File: config.mk
export PLATFORM = sky130hd
export DESIGN_NAME = sr_cmd_sequencer_flat
export DESIGN_NICKNAME = d
export VERILOG_FILES = /design/src/rtl/sr_cmd_sequencer_if.sv /design/src/rtl/sr_cmd_sequencer.sv /design/src/flat_wrapper.sv
export SDC_FILE = /design/constraint.sdc
export NUM_CORES = 1
export LEC_CHECK = 0
export ABC_AREA = 1
export CORE_ASPECT_RATIO = 1.2
export CORE_MARGIN = 2
export CORE_UTILIZATION = 40
export DETAILED_ROUTE_END_ITERATION = 8
export PLACE_DENSITY = 0.59
export SETUP_SLACK_MARGIN = 0.05
export SLEW_MARGIN = 0
export SYNTH_ARGS = -nofsm -noshare
export SYNTH_HDL_FRONTEND = slang
export SYNTH_SLANG_ARGS = --single-unit
File: constraint.sdc
create_clock -name clk -period 4.4 [get_ports clk]
set_clock_uncertainty 0.05 [all_clocks]
set_input_delay 1.32 -clock clk [delete_from_list [all_inputs] [get_ports clk]]
set_output_delay 1.32 -clock clk [all_outputs]
set_load 0.03 [all_outputs]
File: src/rtl/sr_cmd_sequencer_if.sv
// Command handshake for sr_cmd_sequencer.
// master: control logic issuing set/reset requests; slave: the sequencer.
interface sr_cmd_sequencer_if;
  logic cmd_valid;  // request present
  logic cmd_op;     // 1 = set, 0 = reset
  logic cmd_ready;  // sequencer FIFO can accept

  modport master (output cmd_valid, output cmd_op, input cmd_ready);
  modport slave  (input cmd_valid, input cmd_op, output cmd_ready);
endinterface

File: src/rtl/sr_cmd_sequencer.sv
// sr_cmd_sequencer: buffers set/reset requests in a small FIFO and replays them
// as mutually exclusive, registered s/r pulses of PULSE_W cycles followed by
// GAP_W idle cycles, so the downstream SR flip-flop never sees s=r=1.
// Optional build macro SR_CMD_SEQ_SKIP_REDUNDANT_EN: a popped command whose op
// already matches shadow_q is dropped (the pop still spends its IDLE cycle).
module sr_cmd_sequencer #(
  parameter int DEPTH   = 4,  // FIFO entries, power of two, >= 2
  parameter int PULSE_W = 1,  // cycles s or r is held high, >= 1
  parameter int GAP_W   = 1   // idle cycles after each pulse, >= 0
) (
  input  logic                     clk,
  input  logic                     rst_n,
  sr_cmd_sequencer_if.slave        cmd_if,
  output logic                     s,
  output logic                     r,
  output logic                     shadow_q,
  output logic [$clog2(DEPTH):0]   count,
  output logic                     busy
);

  localparam int PTR_W   = $clog2(DEPTH);
  localparam int CNT_MAX = (PULSE_W > GAP_W) ? PULSE_W : GAP_W;
  localparam int CNT_W   = (CNT_MAX > 1) ? $clog2(CNT_MAX) : 1;
  localparam int GAP_M1  = (GAP_W > 0) ? GAP_W - 1 : 0;

  localparam logic [PTR_W:0]   FULL_CNT   = (PTR_W + 1)'(DEPTH);
  localparam logic [CNT_W-1:0] PULSE_LOAD = CNT_W'(PULSE_W - 1);
  localparam logic [CNT_W-1:0] GAP_LOAD   = CNT_W'(GAP_M1);

  typedef enum logic [1:0] {
    IDLE  = 2'd0,
    PULSE = 2'd1,
    GAP   = 2'd2
  } state_e;

  // FIFO storage and bookkeeping
  logic             mem_q [DEPTH];
  logic [PTR_W-1:0] wr_ptr_q, rd_ptr_q;
  logic [PTR_W:0]   count_q, count_d;

  // Sequencer state
  state_e           state_q, state_d;
  logic [CNT_W-1:0] tmr_q, tmr_d;
  logic             s_q, s_d;
  logic             r_q, r_d;
  logic             op_q, op_d;
  logic             shadow_st_q, shadow_st_d;

  logic push, pop, drop, issue, head_op;

  // Ready depends only on registered occupancy; a pop never frees a slot
  // for a push on the same edge.
  assign cmd_if.cmd_ready = (count_q != FULL_CNT);
  assign push    = cmd_if.cmd_valid & cmd_if.cmd_ready;
  assign pop     = (state_q == IDLE) && (count_q != '0);
  assign head_op = mem_q[rd_ptr_q];

`ifdef SR_CMD_SEQ_SKIP_REDUNDANT_EN
  // A command that would not change the flip-flop is consumed silently.
  assign drop = (head_op == shadow_st_q);
`else
  assign drop = 1'b0;
`endif

  assign issue = pop & ~drop;

  // Occupancy: push and pop on the same edge leave count unchanged.
  always_comb begin
    count_d = count_q;
    unique case ({push, pop})
      2'b10:   count_d = count_q + 1'b1;
      2'b01:   count_d = count_q - 1'b1;
      default: count_d = count_q;
    endcase
  end

  // FIFO pointers and occupancy register; pointers wrap modulo DEPTH.
  // NOTE: clocked state always uses non-blocking (<=) so every register
  // samples pre-edge values regardless of statement order.
  always_ff @(posedge clk or negedge rst_n) begin
    if (!rst_n) begin
      wr_ptr_q <= '0;
      rd_ptr_q <= '0;
      count_q  <= '0;
    end else begin
      if (push) wr_ptr_q <= wr_ptr_q + 1'b1;
      if (pop)  rd_ptr_q <= rd_ptr_q + 1'b1;
      count_q <= count_d;
    end
  end

  // FIFO payload write.
  // NOTE: payload storage has no reset; entries are only read after count
  // says they were written, so resetting them would cost flops for nothing.
  always_ff @(posedge clk) begin
    if (push) mem_q[wr_ptr_q] <= cmd_if.cmd_op;
  end

  // Sequencer next-state: pop/issue in IDLE, time the pulse, then the gap.
  // NOTE: every signal assigned here gets a default first, so no path
  // leaves one unassigned and no latch is inferred.
  always_comb begin
    state_d     = state_q;
    tmr_d       = tmr_q;
    s_d         = s_q;
    r_d         = r_q;
    op_d        = op_q;
    shadow_st_d = shadow_st_q;
    unique case (state_q)
      IDLE: begin
        if (issue) begin
          state_d = PULSE;
          tmr_d   = PULSE_LOAD;
          op_d    = head_op;
          s_d     = head_op;
          r_d     = ~head_op;
        end
      end
      PULSE: begin
        if (tmr_q == '0) begin
          s_d         = 1'b0;
          r_d         = 1'b0;
          shadow_st_d = op_q;
          if (GAP_W > 0) begin
            state_d = GAP;
            tmr_d   = GAP_LOAD;
          end else begin
            state_d = IDLE;
          end
        end else begin
          tmr_d = tmr_q - 1'b1;
        end
      end
      GAP: begin
        if (tmr_q == '0) state_d = IDLE;
        else             tmr_d   = tmr_q - 1'b1;
      end
      default: begin
        state_d = IDLE;
        s_d     = 1'b0;
        r_d     = 1'b0;
      end
    endcase
  end

  // Sequencer registers; reset kills any pulse in flight immediately.
  always_ff @(posedge clk or negedge rst_n) begin
    if (!rst_n) begin
      state_q     <= IDLE;
      tmr_q       <= '0;
      s_q         <= 1'b0;
      r_q         <= 1'b0;
      op_q        <= 1'b0;
      shadow_st_q <= 1'b0;
    end else begin
      state_q     <= state_d;
      tmr_q       <= tmr_d;
      s_q         <= s_d;
      r_q         <= r_d;
      op_q        <= op_d;
      shadow_st_q <= shadow_st_d;
    end
  end

  assign s        = s_q;
  assign r        = r_q;
  assign shadow_q = shadow_st_q;
  assign count    = count_q;
  assign busy     = (state_q != IDLE) || (count_q != '0);

endmodule

File: src/flat_wrapper.sv
// flat-port wrapper written by rule: the top's interface ports become plain ports
module sr_cmd_sequencer_flat 
#(
  parameter int DEPTH   = 4,                                     
  parameter int PULSE_W = 1,                                     
  parameter int GAP_W   = 1                                        
)
  (clk, rst_n, s, r, shadow_q, count, busy, cmd_if_cmd_valid, cmd_if_cmd_op, cmd_if_cmd_ready);
  sr_cmd_sequencer_if cmd_if_i ();
  input  logic clk;
  input  logic rst_n;
  output logic s;
  output logic r;
  output logic shadow_q;
  output logic [$clog2(DEPTH):0] count;
  output logic busy;
  input wire logic [$bits(cmd_if_i.cmd_valid)-1:0] cmd_if_cmd_valid;
  input wire logic [$bits(cmd_if_i.cmd_op)-1:0] cmd_if_cmd_op;
  output wire logic [$bits(cmd_if_i.cmd_ready)-1:0] cmd_if_cmd_ready;
  assign cmd_if_i.cmd_valid = cmd_if_cmd_valid;
  assign cmd_if_i.cmd_op = cmd_if_cmd_op;
  assign cmd_if_cmd_ready = cmd_if_i.cmd_ready;
  sr_cmd_sequencer #(.DEPTH(DEPTH), .PULSE_W(PULSE_W), .GAP_W(GAP_W)) u_core (.clk(clk), .rst_n(rst_n), .cmd_if(cmd_if_i), .s(s), .r(r), .shadow_q(shadow_q), .count(count), .busy(busy));
endmodule
Word-level counts from Yosys, hierarchy flattened
Memories as Yosys holds them, arrays and structs flattened.
Cells that the tools add are included.
Operators by class
  add/sub/neg operators: 5
  $mul: 0
  divide/modulo/power cells: 0
  order comparisons: 0
  eq/ne operators: 8
  shift operators: 0
  mux-type cells: 15
  bitwise operators: 4
  reductions and logical operators: 13
Operator list (count)
  two-way mux 1 bit: 7
  two-way mux 2 bit: 3
  case mux 1 bit (3 select lines): 2
  case mux 2 bit (3 select lines): 1
  case mux 3 bit (2 select lines): 1
  AND reduction 2 bit: 3
  AND reduction 3 bit: 2
  nonzero test 2 bit: 3
  adder 2 x 1 -> 2 bit, second input constant: 2
  equality test 2 x 1 -> 1 bit, second input constant: 2
  equality test 2 bit, second input constant: 2
  inequality test 2 bit, second input constant: 2
  adder 3 x 1 -> 3 bit, second input constant: 1
  inequality test 3 bit, second input constant: 1
  NOT 1 bit: 3
  nonzero test 3 bit: 1
  subtractor 3 x 1 -> 3 bit, second input constant: 1
  zero test 2 bit: 1
  inequality test 2 x 1 -> 1 bit, second input constant: 1
  case mux 1 bit (2 select lines): 1
  OR reduction 2 bit: 1
  bitwise AND 1 bit: 1
  logical AND 1 bit: 1
  logical OR 1 bit: 1
  subtractor 1 bit, second input constant: 1
Storage, ports and cells
  register bits after elaboration: 14
  latch bits: 0
  memory bits (writable): 4
  bits in read-only memories: 0
  input bits: 4
  output and inout port bits: 8
  word-level logic and storage cells: 55
  memories kept: 1
Memories
  u_core.mem_q: depth 4, bits a word 1, read ports 1, clocked after memory_dff 0, wr ports 1, RTL line sr_cmd_sequencer.sv:37  | logic mem_q [DEPTH];

Longest topological paths before layout
  depth after elaboration: 4
  gate-level depth with buffers: 10

Worst setup path before layout
OpenSTA, ideal clock, no wires.
  path type: input-to-reg
  from: in cmd_if_cmd_valid
  to: reg u_core.count_q[2], in the netlist u_core.count[2]
  setup time: 0.124 ns
  arrival: 2.269 ns
  setup slack: 1.957 ns
  stages on the path: 7
  path through: nand2_4 > ha_1 > inv_1 > fa_1 > nand2_1 > nand3_1 > xor2_1
Between the ends
  longest elaborated chain between the ends: 3
  elaborated cells between the ends (all ways): 5
RTL lines
  start, declared: RTL line flat_wrapper.sv:17  | input wire logic [$bits(cmd_if_i.cmd_valid)-1:0] cmd_if_cmd_valid;
  bitwise AND 1 bit (*): RTL line sr_cmd_sequencer.sv:54  | assign push = cmd_if.cmd_valid & cmd_if.cmd_ready;
  equality test 2 x 1 -> 1 bit or equality test 2 bit (tied branches): RTL line sr_cmd_sequencer.sv:70  | unique case ({push, pop})
  case mux 3 bit (2 select lines) or nonzero test 2 bit (tied branches)
  end signal, assigned: RTL line sr_cmd_sequencer.sv:88  | count_q <= count_d;
  end, declared: RTL line sr_cmd_sequencer.sv:39  | logic [PTR_W:0] count_q, count_d;
Every way passes the cells marked *; elsewhere a longest branch is shown, timed or not.
A chain may end at the register's enable or synchronous reset.

Final worst setup path
  from: reg u_core.count_q[1], in the netlist u_core.count[1]
  to: out busy
Between the ends
  longest elaborated chain between the ends: 2
RTL lines
  nonzero test 3 bit: RTL line sr_cmd_sequencer.sv:169  | assign busy = (state_q != IDLE) || (count_q != '0);
  logical OR 1 bit: RTL line sr_cmd_sequencer.sv:169
  end, declared: RTL line flat_wrapper.sv:16  | output logic busy;
Every way passes these cells.

==> results.py <==
metrics = {
    "run_status": {
        "status": "complete, no violations",
    },
    "logic_synthesis": {
        "yosysMostFrequentCell": "nand2_1",
        "synth.distinct_cells": 19,
        "seq_area_frac_synth_pct": 52.12,
        "synth_area_sq_um": 854.6,
        "synth-edff-count": 4,
        "synth.top_cells.by_area": "dfrtp_1 38%, edfxtp_1 14%, nand2_1 9.7%",
        "ys_seq_elements": 17,
        "yosysTopAreaCellShare_pct": 38.07,
        "synth_top_cell_by_area": "dfrtp_1",
        "syn-num-nets": 99,
        "async_reset_ff_share_pct": 76.47,
        "postSynthAreaPerCell_sq_um": 9.602,
        "synth-main-ff-cell": "dfrtp_1",
        "yosys-top-cells-count": "22 x nand2_1, 14 x inv_1, 13 x dfrtp_1",
        "synthCells": 89,
        "ys.warnings.count": 0,
    },
    "clock_tree": {
        "cts_root_buf": "clkbuf_4",
        "holdBufCountCts": 0,
        "htree_levels": 1,
        "cts_made_buffers": 3,
        "clock-sinks": 17,
        "clk_latency_ns": 0.29,
        "clockBufferDepth": 2,
        "post_cts_buffers": 0,
        "cts_tree": "yes",
        "post_cts_resized": 0,
        "path_clk_slew_ns": 0.09,
    },
    "setup_path": {
        "critPathCaptureType": "output port",
        "reg2reg_depth": 9,
        "critPathRequiredTime_ns": 3.03,
        "cp.arrival_ns": 1.64,
        "path_class": "reg -> out",
        "cp-start-kind": "flop",
        "crit_fanout": 5,
    },
    "power": {
        "ir_drop_mv": 0.4456,
        "leakagePower_uw": 0.0005070,
        "power.total_uw": 816.5,
        "p_per_area_nw_per_um2": 793.9,
    },
    "timing": {
        "rsz0062_at_grt": "no",
        "period_needed_ns": 3.008,
        "setup_tns_ns": 0,
        "final_max_slew_viol_count": 0,
        "hold_viol_final": 0,
        "slew_headroom_pct": 62.09,
        "finalSetupViolCount": 0,
        "finalCritPeriodShare_pct": 68.36,
        "worstMarginPinSlew_ns": 0.5669,
        "max_freq_mhz": 332.5,
    },
    "global_routing": {
        "grt_overflow": 0,
        "grt_usage_pct": 13.25,
        "grt_pass1_wl_um": 2332,
        "grt_pass1_vias": 560,
        "grt_max_degree": 14,
        "antenna_found_initial": 0,
    },
    "die": {
        "rows": 18,
        "pin_count": 12,
        "die_area_sq_um": 2524,
        "start_util_pct": 41.70,
        "die_w_um": 46.20,
        "core_area_sq_um": 2049,
        "die_h_um": 54.64,
    },
    "run": {
        "maxCapViolations": 0,
    },
    "layout": {
        "fillers": 212,
        "final_cells": 134,
        "synthToLayoutAreaGrowth_pct": 20.35,
        "antenna-diode-count": 0,
        "finalNetCount": 115,
        "layout-drive-gt1-share_pct": 13.46,
    },
    "place": {
        "port_buffers": 11,
        "gp_congestion": 0.7099,
        "dp.cells": 130,
        "dp_hpwl_um": 975.4,
    },
    "drt": {
        "vias_per_cell": 4.246,
        "wl_per_cell_um": 9.104,
        "drt_pass1_iterations": 2,
        "first_iter_violations": 4,
        "routed_wl_um": 1220,
        "drc": 0,
        "ant_nets": 0,
        "vias": 569,
    },
    "worst_hold_path": {
        "hold_depth": 2,
        "hp-class": "reg -> reg",
    },
}
path summary, 6_finish.rpt:
check	startpoint	end	slack, ns
worst max-delay path	u_core.count[1]	busy	1.39
worst min-delay path	u_core.shadow_q	u_core.shadow_q	0.44
worst max register to register	u_core.count[1]	u_core.count[2]	2.47
worst min register to register	u_core.shadow_q	u_core.shadow_q	0.44
max in group asynchronous	rst_n	u_core.rd_ptr_q[1]	2.59
min in group asynchronous	rst_n	u_core.state_q[1]	1.34
final cells by class:
type                            count  area (sq um)  area share [%]
Sequential cell                    17         445.4           43.31
Multi-Input combinational cell     54         341.6           33.21
Timing Repair Buffer               11         110.1           10.71
Inverter                           18         67.56           6.569
Tap cell                           30         37.54           3.650
Clock buffer                        4         26.28           2.555
cells in the final DEF (no fill, tap or decap), types with 2 or more instances in the layout:
| cell type | count |
|---|---|
| nand2_4 | 2 |
| nor2_1 | 4 |
| ha_1 | 5 |
| clkdlybuf4s50_1 | 11 |
| inv_2 | 4 |
| dfrtp_1 | 13 |
| xnor2_1 | 2 |
| xor2_1 | 2 |
| inv_1 | 14 |
| nand2_1 | 22 |
| nand2_2 | 2 |
| nand3_1 | 8 |
| clkbuf_4 | 3 |
| edfxtp_1 | 4 |
metrics by stage:
step                cell area [sq um]  setup WS, ns  hold WS, ns  utilization [%]
floorplan                       854.6         1.957       0.3921                -
global placement                 1002         1.433       0.4200            48.90
detailed placement               1002         1.392       0.4236            48.90
CTS                              1028         1.370       0.4479            50.18
global route                     1028         1.303       0.4732            50.18
finish                           1028         1.392       0.4375            50.18
cells by family (layout without fill, tap and decap cells):
family          after synthesis  after routing  synth area share (%)
simple gates                 39             39                 21.52
xor+xnor                      5              5                 6.004
compound gates                4              4                 2.780
buf+inv                      18             33                 7.906
flops                        17             17                 52.12
fa+ha+maj                     6              6                 9.663
state kept, by name, indices dropped and copies added, names as in the netlist:
signal,flops
u_core.mem_q,4
u_core.count,3
u_core.rd_ptr_q,2
u_core.state_q,2
u_core.wr_ptr_q,2
u_core.op_q,1
u_core.r,1
u_core.s,1
u_core.shadow_q,1
power by group:
group,internal (uW),switching (uW)
Sequential,233,56.3
Combinational,178,267
Clock,35.2,46.2
Total,447,370
critical path, cell delays in order, from the launching register on:
cell,delay (ns)
dfrtp_1,0.44
nor2_4,0.21
nand3_1,0.10
clkdlybuf4s50_1,0.59
routing by layer:
| metal | up-vias | GRT usage, % | wire [um] |
|---|---|---|---|
| met3 | 4 | 2.970 | 38 |
| met2 | 9 | 20.14 | 592 |
| li1 | 300 | - | - |
| met5 | - | 0 | 0 |
| met4 | 0 | 8.571 | 26 |
| met1 | 256 | 16.70 | 563 |
Power figures use the tool's default switching activity.
